$ cat src/rtl/mc_core_ctrl.sv
// Multi-cycle control sequencer for the NPC core.
// Sequences fetch -> execute -> (memory) -> writeback over valid/ready
// handshakes with the IFU and LSU, owns the PC and retire counter, and
// parks in a sticky HALT state on ebreak, illegal/misaligned control flow,
// bus errors or a bus watchdog timeout.
module mc_core_ctrl #(
  parameter int              XLEN           = 32,
  parameter logic [XLEN-1:0] RESET_PC       = 32'h8000_0000,
  parameter int              TIMEOUT_CYCLES = 255,
  parameter int              TO_W           = 8
) (
  input  logic            clk,
  input  logic            rst,
  // instruction fetch
  output logic            ifu_req_valid,
  input  logic            ifu_req_ready,
  output logic [XLEN-1:0] ifu_req_addr,
  input  logic            ifu_resp_valid,
  input  logic [31:0]     ifu_resp_inst,
  input  logic            ifu_resp_err,
  output logic [31:0]     inst_q,
  // decode / execute
  input  logic            dec_is_mem,
  input  logic            dec_rd_wen,
  input  logic            dec_is_jump,
  input  logic [XLEN-1:0] jump_target,
  input  logic            dec_is_ebreak,
  input  logic            dec_illegal,
  // load/store unit
  output logic            lsu_req_valid,
  input  logic            lsu_req_ready,
  input  logic            lsu_resp_valid,
  input  logic            lsu_resp_err,
  // writeback / status
  output logic            gpr_wen,
  output logic [XLEN-1:0] pc,
  output logic [XLEN-1:0] retire_cnt,
  output logic            halt,
  output logic [1:0]      halt_code
);

  typedef enum logic [2:0] {
    FETCH_REQ,
    FETCH_WAIT,
    EXEC,
    MEM_REQ,
    MEM_WAIT,
    WB,
    HALT
  } state_t;

  localparam logic [1:0] HC_EBREAK  = 2'd1;
  localparam logic [1:0] HC_ILLEGAL = 2'd2;
  localparam logic [1:0] HC_BUS     = 2'd3;

  localparam logic [TO_W:0] TO_LIMIT = (TO_W + 1)'(TIMEOUT_CYCLES);
  localparam logic          TO_EN    = (TIMEOUT_CYCLES != 0);

  state_t          state;
  logic [TO_W-1:0] wdog;
  logic [TO_W:0]   wdog_inc;
  logic            wdog_expire;
  logic            jump_misaligned;

  // The cycle being spent now is the (wdog+1)-th without a handshake; if that
  // reaches the limit the phase is abandoned (a handshake this cycle wins).
  assign wdog_inc        = {1'b0, wdog} + (TO_W + 1)'(1);
  assign wdog_expire     = TO_EN && (wdog_inc == TO_LIMIT);
  assign jump_misaligned = dec_is_jump && (jump_target[1:0] != 2'b00);

  // Handshake strobes are pure state decodes so they drop the moment the FSM moves.
  assign ifu_req_valid = (state == FETCH_REQ);
  assign ifu_req_addr  = pc;
  assign lsu_req_valid = (state == MEM_REQ);
  assign gpr_wen       = (state == WB) && dec_rd_wen;

  // Sequencer: state, PC, instruction latch, retire counter, halt status, watchdog.
  always_ff @(posedge clk) begin
    if (rst) begin
      state      <= FETCH_REQ;
      pc         <= RESET_PC;
      inst_q     <= '0;
      retire_cnt <= '0;
      halt       <= 1'b0;
      halt_code  <= 2'd0;
      wdog       <= '0;
    end else begin
      case (state)
        FETCH_REQ: begin
          if (ifu_req_ready) begin
            state <= FETCH_WAIT;
            wdog  <= '0;
          end else if (wdog_expire) begin
            state     <= HALT;
            halt      <= 1'b1;
            halt_code <= HC_BUS;
            wdog      <= '0;
          end else begin
            wdog <= wdog + 1'b1;
          end
        end

        FETCH_WAIT: begin
          if (ifu_resp_valid) begin
            wdog <= '0;
            if (ifu_resp_err) begin
              state     <= HALT;
              halt      <= 1'b1;
              halt_code <= HC_BUS;
            end else begin
              inst_q <= ifu_resp_inst;
              state  <= EXEC;
            end
          end else if (wdog_expire) begin
            state     <= HALT;
            halt      <= 1'b1;
            halt_code <= HC_BUS;
            wdog      <= '0;
          end else begin
            wdog <= wdog + 1'b1;
          end
        end

        EXEC: begin
          wdog <= '0;
          if (dec_illegal) begin
            state     <= HALT;
            halt      <= 1'b1;
            halt_code <= HC_ILLEGAL;
          end else if (dec_is_ebreak) begin
            retire_cnt <= retire_cnt + 1'b1;
            state      <= HALT;
            halt       <= 1'b1;
            halt_code  <= HC_EBREAK;
          end else if (jump_misaligned) begin
            state     <= HALT;
            halt      <= 1'b1;
            halt_code <= HC_ILLEGAL;
          end else if (dec_is_mem) begin
            state <= MEM_REQ;
          end else begin
            state <= WB;
          end
        end

        MEM_REQ: begin
          if (lsu_req_ready) begin
            state <= MEM_WAIT;
            wdog  <= '0;
          end else if (wdog_expire) begin
            state     <= HALT;
            halt      <= 1'b1;
            halt_code <= HC_BUS;
            wdog      <= '0;
          end else begin
            wdog <= wdog + 1'b1;
          end
        end

        MEM_WAIT: begin
          if (lsu_resp_valid) begin
            wdog <= '0;
            if (lsu_resp_err) begin
              state     <= HALT;
              halt      <= 1'b1;
              halt_code <= HC_BUS;
            end else begin
              state <= WB;
            end
          end else if (wdog_expire) begin
            state     <= HALT;
            halt      <= 1'b1;
            halt_code <= HC_BUS;
            wdog      <= '0;
          end else begin
            wdog <= wdog + 1'b1;
          end
        end

        WB: begin
          pc         <= dec_is_jump ? jump_target : pc + XLEN'(4);
          retire_cnt <= retire_cnt + 1'b1;
          state      <= FETCH_REQ;
          wdog       <= '0;
        end

        HALT: begin
          state <= HALT;
        end

        default: begin
          state     <= HALT;
          halt      <= 1'b1;
          halt_code <= HC_ILLEGAL;
          wdog      <= '0;
        end
      endcase
    end
  end

endmodule

$ cat config.mk
export PLATFORM = sky130hd
export DESIGN_NAME = mc_core_ctrl
export DESIGN_NICKNAME = d
export VERILOG_FILES = /design/src/rtl/mc_core_ctrl.sv
export SDC_FILE = /design/constraint.sdc
export NUM_CORES = 1
export LEC_CHECK = 0
export ABC_CLOCK_PERIOD_IN_PS = 3800
export CORE_MARGIN = 5
export CORE_UTILIZATION = 30
export CTS_BUF_LIST = sky130_fd_sc_hd__clkbuf_2 sky130_fd_sc_hd__clkbuf_4 sky130_fd_sc_hd__clkbuf_8
export CTS_CLUSTER_SIZE = 24
export DETAILED_ROUTE_END_ITERATION = 16
export HOLD_SLACK_MARGIN = 0.1
export SLEW_MARGIN = 40
export SYNTH_ARGS = -nofsm -noshare
export SYNTH_HDL_FRONTEND = slang
export SYNTH_SLANG_ARGS = --single-unit
$ cat constraint.sdc
create_clock -name clk -period 3.8 [get_ports clk]
set_input_delay 0.76 -clock clk [delete_from_list [all_inputs] [get_ports clk]]
set_output_delay 0.76 -clock clk [all_outputs]
set_load 0.005 [all_outputs]
Yosys cells after proc, flatten, opt, wreduce, memory -nomap -nowiden:

Index checks and enable logic that the tools add are counted.

* output and inout port bits: 134
* word-level logic and storage cells: 80
* register bits after elaboration: 110
* bits of input ports: 77

* add/subtract/negate cells: 4
* reduce and logical (&&, ||, !) cells: 9
* equal/unequal tests: 14
* bitwise logic cells: 2
* muxes and demuxes: 44

Operators by type and width (number)
* $mux 32: 3
* $pmux 32 s2: 1
* $mux 8: 5
* $pmux 8 s5: 1
* $add 32x1->32 const B: 1
* $add 32x3->32 const B: 1
* $mux 3: 10
* $mux 2: 11
* $pmux 3 s6: 1
* $pmux 2 s6: 1
* $mux 1: 10
* $add 8x1->9 const B: 1
* $eq 3x3->1 const B: 3
* $eq 9x8->1 const B: 1
* $add 8x1->8 const B: 1
* $ne 2x2->1 const B: 4
* $eq 3x2->1 const B: 2
* $ne 3x3->1 const B: 2
* $pmux 1 s6: 1
* $reduce_and 3->1: 2
* $reduce_and 6->1: 1
* $ne 4x4->1 const B: 1
* $reduce_bool 2->1: 2
* $eq 3x1->1 const B: 1
* other kinds (4): 6

Logic depth before layout (Yosys ltp):

Gate-level depths: netlist of run 1.

* depth in word-level cells: 6
* depth in mapped cells: 8
* gate-level depth less buffers: 6

Worst setup path before layout of run 1:

No wires, ideal clock.

* path kind: input to register
* start point: input port dec_is_ebreak
* end point: register retire_cnt[18]
* path buffers: 1
* required time: 3.730 ns
* setup slack: 1.659 ns
* setup time: 0.070 ns
* arrival time: 2.070 ns
* stages: 6
* cell sequence: nor2b_1 > a21o_1 > buf_4 > nand3_2 > or4_1 > a21oi_1

* longest elaborated chain between the ends: 2

Ends and longest elaborated chain
* start, declared: line 27 `input logic dec_is_ebreak,`
* $ne 2x2->1 (no source line)
* $reduce_and 3->1 (no source line)
* end signal, assigned: line 131 `retire_cnt <= retire_cnt + 1'b1;`
* end signal, assigned: line 182 `retire_cnt <= retire_cnt + 1'b1;`
* end, declared: line 37 `output logic [XLEN-1:0] retire_cnt,`

Every way passes these cells.
A chain may end at the register's enable or synchronous reset.

Final worst setup path of run 1:

* start point: register state[0]
* end point: output port lsu_req_valid

* longest elaborated chain between the ends: 1

Ends and longest elaborated chain
* start, declared: line 59 `state_t state;`
* start signal, assigned: line 80 `state <= FETCH_REQ;`
* start signal, assigned: line 91 `state <= FETCH_WAIT;`
* start signal, assigned: line 94 `state <= HALT;`
* $eq 3x2->1: line 74 `assign lsu_req_valid = (state == MEM_REQ);`
* end, declared: line 30 `output logic lsu_req_valid,`

Every way passes these cells.

==> run metrics, run 1 <==
status complete, no violations; Ports between 200 and 250; synthesized area per cell just under 8 um2; R2R Setup Slk ~1.2 ns; crit path to lsu_req_valid; first-pass GRT wire length about 30000 um; r2r endpoint retire_cnt[31]$_SDFFE_PP0P_; antenna-violating nets left 0; Leak approximately 2.6 nW; Max-slew headroom 50.7%; EDFF count, synth 0; Setup violations, final 0; Placer Congestion 0.835; CP Data Required Time ~3.0 ns; Post-CTS Resized 0; measured slew at the worst slew-check pin approximately 0.74 ns; register area share after synthesis between 30% and 40%; H-tree levels 3; pwr/cell area between 300 and 400 nW/um2; Skew-Pair Late Insertion Delay roughly 0.38 ns; post-synth top area cell dfxtp_1; Nets between 900 and 1000; Synth Register Bits 110; total grt overflow 0; post-synth cell types 67; final worst path period share 78.5%; synth warn 0; crit path max fanout 20; CTS clk-pin slew, worst paths ~0.10 ns; hold_buf cts 0; asr flop ratio synth 0%; Hold Path Class flip-flop to flip-flop; most common cell after layout, fill and taps aside clkdlybuf4s50_1; final hold violation count 0; Port Buf Inserts 210; Synth-to-Final Area Change 36.0%; synthesized net count between 800 and 900; DR WL/cell 16.3 um; Yosys top cell area share between 30 and 40%; main flop type after synthesis dfxtp_1; mux cell area share after synthesis 1.02%; Setup crit start state[0]$_SDFF_PP0_; max frequency around 340 MHz; CTS tree yes; CORE AREA around 20000 um2; critical path class flip-flop to output port; largest net degree at the start of global routing 61; buffer count from post-CTS setup fixing 0; post-synthesis cell count about 770; Fillers between 2000 and 2500; TNS Setup 0 ns; routed vias a little over 6000; Num CTS Buffers 9; hold slack about 0.46 ns; layout cells sized above 1 under 10%; fin. max-slew vios 0; # DRC 0; clock root buffer clkbuf_8; Synth Area in XOR/XNOR ~3.2%; most frequent cells in the layout clkdlybuf4s50_1, nand2_1, dfxtp_1; Initial Utilization 30.7%; initial antenna violation count 0; worst vdd ir between 0.2 and 0.25 mV; Tmin final approximately 3 ns; First DRT Iteration DRCs ~410; FP Rows slightly above 50; crit end category output port; Compound-Gate Fraction of Synth Area a little over a fifth; clock sink total 110; Critical Path Source Type flip-flop; vias per cell a little over 5; Cell Area, Synth between 6000 and 7000 um2; Synth Area in Simple Gates 28.4%; RSZ-0062 raised after global routing false; vias in the first global route roughly 5700; drt first pass iters 5; die extent in x around 150 um; antenna cells 0; critical path arrival about 2.2 ns; final WL between 15000 and 20000 um; die area around 23000 um2; largest family of logic cells by synthesized area simple AND/OR/NAND/NOR gates; ranking of synthesized cells by area dfxtp_1, nand2_1, a21oi_1; RR Startpoint state[1]$_SDFF_PP0_; Max Cap Violations 0; DPL Wire Length 13800 um; FF-to-FF path depth 5; Worst Skew about 0.015 ns; die height roughly 150 um; gr usage total approximately 16%; Post-Synth Adder-Cell Area less than 1%; Bufs on Longest Clock Path 2
==> worst max-delay path, stage by stage (launching register included) <==
cell	delay (ns)
dfxtp_1	0.77
nor2b_1	0.38
and2_1	0.18
clkdlybuf4s50_1	0.52
==> synthesized netlist by cell type, drive strengths merged (12+ instances only) <==
library cell / number
o21ai: 36
buf: 47
clkbuf: 40
nand3: 33
nor2: 45
nand4: 19
nand2: 123
dfxtp: 110
a21oi: 80
nor3: 19
and3: 12
o31ai: 12
inv: 13
==> how the worst min path moves through the flow <==
stage / from / end / slack [ns] / depth (start not counted)
after floorplan: inst_q[0]$_SDFFE_PP0P_ / inst_q[0]$_SDFFE_PP0P_ / 0.45 / 2
after global placement: inst_q[12]$_SDFFE_PP0P_ / inst_q[12]$_SDFFE_PP0P_ / 0.44 / 2
after detailed placement: inst_q[10]$_SDFFE_PP0P_ / inst_q[10]$_SDFFE_PP0P_ / 0.45 / 2
after CTS: inst_q[10]$_SDFFE_PP0P_ / inst_q[10]$_SDFFE_PP0P_ / 0.46 / 2
after global routing: inst_q[5]$_SDFFE_PP0P_ / inst_q[5]$_SDFFE_PP0P_ / 0.48 / 2
final: inst_q[15]$_SDFFE_PP0P_ / inst_q[15]$_SDFFE_PP0P_ / 0.46 / 2
==> state kept, by name, summed over array words and instances, names as in the netlist <==
register / cells
wdog: 8
inst_q: 32
ifu_req_addr: 32
halt_code: 2
retire_cnt: 32
halt: 1
state: 3
==> per-stage QoR <==
stage	power [mW]	utilization [%]	area [um2]	worst slack, ns	std cells
floorplan	1.60	-	6030	1.66	771
global placement	1.85	40.8	8010	0.712	1165
detailed placement	1.85	40.8	8010	0.628	1165
CTS	2.56	41.7	8190	0.777	1181
global route	2.66	41.7	8200	0.651	1182
finish	2.51	41.7	8200	0.816	1182
==> cell families after synthesis <==
| logic type | Yosys count |
|---|---|
| XOR/XNOR | 22 |
| AND/OR/NAND/NOR | 327 |
| flip-flops | 110 |
| adder cells (fa/ha/maj) | 4 |
| multiplexers | 6 |
| buffers and inverters | 102 |
| AO/OA/AOI/OAI | 200 |
==> metal layers <==
metal / vias to the layer above / global-route usage [%] / wire length, um
met2: 236 / 25.9 / 8540
met3: 17 / 6.22 / 2020
met5: - / 0 / 0
li1: 3033 / - / -
met4: 0 / 4.54 / 243
met1: 2783 / 20.7 / 8430
==> area by class of cell <==
type / instances / area [um2] / area share, %
clock inverter: 5 / 33.8 / 0.412
tap: 265 / 332 / 4.04
timing repair buffer: 217 / 2150 / 26.2
clock buffer: 11 / 145 / 1.77
inverter: 15 / 56.3 / 0.687
multi-input combinational: 559 / 3280 / 40.1
sequential: 110 / 2200 / 26.9
==> power breakdown <==
part | switching (mW) | internal, mW | leakage (nW)
combinational | 0.246 | 0.288 | 1.64
sequential | 0.0889 | 1.20 | 0.888
clock | 0.415 | 0.265 | 0.0891
total | 0.750 | 1.76 | 2.62
Power figures use the tool's default switching activity.
==> run 2: changes to the inputs <==
--- a/config.mk
+++ b/config.mk
@@ -5,7 +5,7 @@
 export SDC_FILE = /design/constraint.sdc
 export NUM_CORES = 1
 export LEC_CHECK = 0
-export ABC_CLOCK_PERIOD_IN_PS = 3800
+export ABC_CLOCK_PERIOD_IN_PS = 3000
 export CORE_MARGIN = 5
 export CORE_UTILIZATION = 30
 export CTS_BUF_LIST = sky130_fd_sc_hd__clkbuf_2 sky130_fd_sc_hd__clkbuf_4 sky130_fd_sc_hd__clkbuf_8
==> constraint.sdc (replaced) <==
create_clock -name clk -period 3 [get_ports clk]
set_input_delay 0.6 -clock clk [delete_from_list [all_inputs] [get_ports clk]]
set_output_delay 0.6 -clock clk [all_outputs]
set_load 0.005 [all_outputs]
==> run metrics, run 2 (synthesized netlist as in run 1, its figures left out) <==
fin. max-slew vios 0; Post-CTS Resized 0; drt first pass iters 5; Tmin final ~2.6 ns; Flop pwr share about half; antenna cells 0; CORE AREA just under 20000 um2; Placer Congestion between 0.8 and 0.9; clock sink total 110; post-route setup slack ~0.43 ns; # DRC 0; CP max stage delay about 0.52 ns; crit-path cells nor2b_1, and2_1, clkdlybuf4s50_1; vias in the first global route approximately 5500; RSZ-0062 raised after global routing false; status complete, no violations; clock root buffer clkbuf_8; TNS Setup 0 ns; Ports around 210; most common cell after layout, fill and taps aside clkdlybuf4s50_1; pwr/cell area roughly 400 nW/um2; CTS clk-pin slew, worst paths 0.11 ns; DR WL/cell ~16 um; Skew-Pair Late Insertion Delay about 0.38 ns; Setup WS pre-CTS between 0.1 and 0.15 ns; final WL 19100 um; final worst path period share 85.5%; Setup violations, final 0; critical path arrival just under 2 ns; share of the core filled with cells around 42%; antenna-violating nets left 0; gr usage total 16.2%; vias per cell a little over 5; CTS tree yes; total grt overflow 0; first-pass GRT wire length roughly 30000 um; die area 23000 um2; hold_buf cts 0; Bufs on Longest Clock Path 2; max frequency 390 MHz; initial antenna violation count 0; First DRT Iteration DRCs between 400 and 500; crit end category output port; die extent in x ~150 um; Num CTS Buffers 9; final hold violation count 0; Nets about 1000; Internal Power around 2.3 mW; routed vias approximately 6100; Port Buf Inserts between 200 and 250; worst vdd ir 0.215 mV; Critical Path Source Type flip-flop; Synth-to-Final Area Change 37.7%; Worst path slowest cell clkdlybuf4s50_1; H-tree levels 3; crit path max fanout 7; Worst Skew between 0.01 and 0.015 ns; FP Rows 51; Hold Path Class flip-flop to flip-flop; die height about 150 um; Comb power frac 22.9%; Leak between 2 and 3 nW; Max-slew headroom approximately 53%; CP Data Required Time between 2 and 2.5 ns; critical path class flip-flop to output port; Net Sw Frac between 20 and 30%; Initial Utilization 30.7%; most frequent cells in the layout clkdlybuf4s50_1, nand2_1, dfxtp_1; measured slew at the worst slew-check pin between 0.7 and 0.8 ns; largest net degree at the start of global routing 53; buffer count from post-CTS setup fixing 0; Clock Power Share between 20% and 30%; layout cells sized above 1 between 5 and 6%; Max Cap Violations 0; Overall Power around 3.3 mW; Switch Pwr 985 uW; DPL Wire Length roughly 14000 um
==> run 2: changes by cell type in the layout (fill, tap and decap cells not counted) <==
| cell | before | now |
|---|---|---|
| clkinv_4 | 0 | 1 |
| clkinv_2 | 2 | 1 |
| clkbuf_4 | 1 | 0 |
| clkinvlp_4 | 2 | 1 |
| buf_12 | 0 | 1 |
| or3_2 | 1 | 0 |
| inv_6 | 1 | 2 |
| inv_8 | 0 | 1 |
| buf_4 | 8 | 16 |
| bufinv_16 | 0 | 1 |
| clkbuf_8 | 10 | 9 |
| or3_1 | 9 | 10 |
==> run 2: through the flow <==
stage	cell area, um2	hold slack, ns	instances
2_1_floorplan	6030	0.453	771
3_3_place_gp	8100	0.441	1175
5_1_grt	8300	0.479	1191
4_1_cts	8300	0.462	1191
6_report	8300	0.459	1191
3_5_place_dp	8100	0.446	1175
==> run 2: power groups by stage <==
stage,logic [mW],registers [mW],clock network (mW)
6_report,0.754,1.59,0.953
5_1_grt,0.835,1.60,1.07
4_1_cts,0.763,1.59,1.00
3_5_place_dp,0.758,1.62,0
3_3_place_gp,0.760,1.62,0
2_1_floorplan,0.417,1.61,0
==> run 2: routing by layer <==
| metal | wire length, um | share of wire [%] | GRT usage, % | vias up |
|---|---|---|---|---|
| met3 | 2100 | 11 | 6.72 | 11 |
| li1 | - | - | - | 3053 |
| met5 | 0 | 0 | 0 | - |
| met4 | 158 | 0.83 | 3.14 | 0 |
| met2 | 8400 | 44 | 24.9 | 223 |
| met1 | 8430 | 44 | 21.4 | 2785 |
==> run 2: layout make-up <==
cell class / instances / area, um2
Fill cell: 2099 / 11300
Multi-Input combinational cell: 559 / 3280
Timing Repair Buffer: 226 / 2230
Sequential cell: 110 / 2200
Tap cell: 265 / 332
Clock buffer: 9 / 124
Clock inverter: 7 / 80.1
Inverter: 15 / 56.3
==> run 2: worst max-delay path, delay by kind of cell, from the launching register on <==
kind | cells | cell delay, ns
simple gates | 2 | 0.59
buf+inv | 1 | 0.52
flops | 1 | 0.48
==> run 2: final timing paths <==
| check | startpoint | end | slack [ns] | cells after the start |
|---|---|---|---|---|
| setup / recovery | state[0]$_SDFF_PP0_ | lsu_req_valid | 0.43 | 3 |
| hold / removal | inst_q[21]$_SDFFE_PP0P_ | inst_q[21]$_SDFFE_PP0P_ | 0.46 | 2 |
| setup reg to reg | retire_cnt[4]$_SDFFE_PP0P_ | retire_cnt[27]$_SDFFE_PP0P_ | 0.60 | 5 |
| hold reg to reg | inst_q[21]$_SDFFE_PP0P_ | inst_q[21]$_SDFFE_PP0P_ | 0.46 | 2 |
==> run 3: changes to the inputs <==
--- a/config.mk
+++ b/config.mk
@@ -11,6 +11,7 @@
 export CTS_BUF_LIST = sky130_fd_sc_hd__clkbuf_2 sky130_fd_sc_hd__clkbuf_4 sky130_fd_sc_hd__clkbuf_8
 export CTS_CLUSTER_SIZE = 24
 export DETAILED_ROUTE_END_ITERATION = 16
+export GPL_TIMING_DRIVEN = 0
 export HOLD_SLACK_MARGIN = 0.1
 export SLEW_MARGIN = 40
 export SYNTH_ARGS = -nofsm -noshare
==> run metrics, run 3 (synthesized netlist as in run 1, its figures left out) <==
worst vdd ir ~0.22 mV; critical path class flip-flop to output port; Ports roughly 210; die extent in x about 150 um; WHS Path Cells 2; clock sink total 110; FP Rows just over 50; Hold Path Class flip-flop to flip-flop; Initial Utilization approximately 31%; Bufs on Longest Clock Path 2; Setup violations, final 0; vias per cell slightly above 5; buffer count from post-CTS setup fixing 0; FF-to-FF path depth 7; Max Cap Violations 0; Overall Power between 3 and 4 mW; critical path arrival ~2.1 ns; vias in the first global route between 5000 and 6000; Flop pwr share ~47%; R2R Setup Slk around 0.64 ns; most common cell after layout, fill and taps aside clkdlybuf4s50_1; Tmin final 2.74 ns; # DRC 0; die height roughly 150 um; antenna-violating nets left 0; most frequent cells in the layout clkdlybuf4s50_1, nand2_1, dfxtp_1; CORE AREA 19700 um2; DPL Wire Length around 16000 um; Num CTS Buffers 9; fin. max-slew vios 0; RSZ-0062 raised after global routing false; Comb power frac approximately a quarter; largest net degree at the start of global routing 20; Placer Congestion 0.920; initial antenna violation count 0; antenna cells 0; CTS tree yes; Leak about 2.9 nW; first-pass GRT wire length between 30000 and 40000 um; Synth-to-Final Area Change 43.7%; Hold Startpoint inst_q[12]$_SDFFE_PP0P_; Worst path slowest cell clkdlybuf4s50_1; Critical Path Source Type flip-flop; hold_buf cts 0; layout cells sized above 1 under 10%; max frequency between 300 and 400 MHz; Setup WS pre-CTS -0.112 ns; crit-path cells clkbuf_1, clkbuf_2, and2_1, clkdlybuf4s50_1; Worst Skew 0.0193 ns; Clock Power Share between 20 and 30%; Nets approximately 1100; pwr/cell area 386 nW/um2; drt first pass iters 7; Skew-Pair Late Insertion Delay 0.39 ns; Net Sw Frac between 20 and 30%; gr usage total 18.0%; status complete, no violations; clock root buffer clkbuf_8; final worst path period share 91.5%; CP Data Required Time around 2.4 ns; Port Buf Inserts 210; Max-slew headroom roughly half; post-route setup slack approximately 0.26 ns; routed vias roughly 6500; Internal Power between 2 and 2.5 mW; crit end category output port; hold endpoint inst_q[12]$_SDFFE_PP0P_; CTS clk-pin slew, worst paths roughly 0.1 ns; final hold violation count 0; r2r endpoint ifu_req_addr[26]$_SDFFE_PP0P_; RR Startpoint ifu_req_addr[2]$_SDFFE_PP0P_; total grt overflow 0; CP max stage delay 0.52 ns; die area around 23000 um2; Switch Pwr ~1000 uW; final WL around 21000 um; crit path max fanout 10; measured slew at the worst slew-check pin 0.738 ns; First DRT Iteration DRCs 534; DR WL/cell approximately 17 um; H-tree levels 3
[run 3: cell types whose count changed in the layout (fill, tap and decap cells not counted), moves of 2 or more]
cell	before	now
buf_6	0	3
clkbuf_1	0	38
clkdlybuf4s50_1	208	210
inv_6	2	0
buf_4	16	37
buf_2	1	6
clkbuf_8	9	11
[run 3: worst max-delay path: cells and delay by family (launching register included)]
| kind | cells | cell delay (ns) |
|---|---|---|
| buf+inv | 3 | 1.20 |
| flops | 1 | 0.42 |
| simple gates | 1 | 0.16 |
[run 3: final cells by class]
| type | count | area (um2) |
|---|---|---|
| plain buffers | 86 | 493 |
| fillers | 2067 | 11000 |
| flip-flops and latches | 110 | 2200 |
| multi-input cells | 559 | 3280 |
| repair buffers | 210 | 2100 |
| well taps | 265 | 332 |
| clock inverters | 3 | 43.8 |
| clock buffers | 12 | 159 |
| inverters | 15 | 56.3 |
[run 3: routing by layer]
layer	share of wire (%)	track usage, %	routed length (um)
met1	41	22.7	8820
met2	46	29.1	9760
met3	12	6.96	2540
met4	1.5	4.36	318
met5	0	0	0
[run 3: timing repair]
action / CTS / global route
endpoints found under the setup margin: 1 / 1
resized for setup: 0 / 2
cloned: 0 / 0
[run 3: worst max-delay path by stage]
stage | slack, ns | startpoint | cells after the start | end
after floorplan | 0.94 | ifu_req_addr[2]$_SDFFE_PP0P_ | 7 | ifu_req_addr[26]$_SDFFE_PP0P_
after global placement | -0.05 | rst | 5 | retire_cnt[11]$_SDFFE_PP0P_
after detailed placement | -0.11 | rst | 5 | ifu_req_addr[9]$_SDFFE_PP0P_
after CTS | 0.12 | state[1]$_SDFF_PP0_ | 4 | lsu_req_valid
after global routing | 0.09 | state[1]$_SDFF_PP0_ | 4 | lsu_req_valid
final | 0.26 | state[1]$_SDFF_PP0_ | 4 | lsu_req_valid
[run 3: per-stage QoR]
step	cells	hold WS (ns)	instance area, um2	setup TNS [ns]	utilization [%]
final	1260	0.457	8660	0	44.1
after global placement	1246	0.441	8460	-0.400	43.1
after CTS	1260	0.460	8660	0	44.1
after global routing	1260	0.479	8660	0	44.1
after floorplan	771	0.453	6030	0	-
after detailed placement	1246	0.446	8460	-1.76	43.1
[run 3: power by group through the flow]
| stage | Sequential [mW] | Clock [mW] | Combinational (mW) |
|---|---|---|---|
| CTS | 1.59 | 0.995 | 0.806 |
| floorplan | 1.61 | 0 | 0.417 |
| finish | 1.58 | 0.956 | 0.800 |
| detailed placement | 1.62 | 0 | 0.802 |
| global placement | 1.62 | 0 | 0.804 |
| global route | 1.60 | 1.04 | 0.875 |
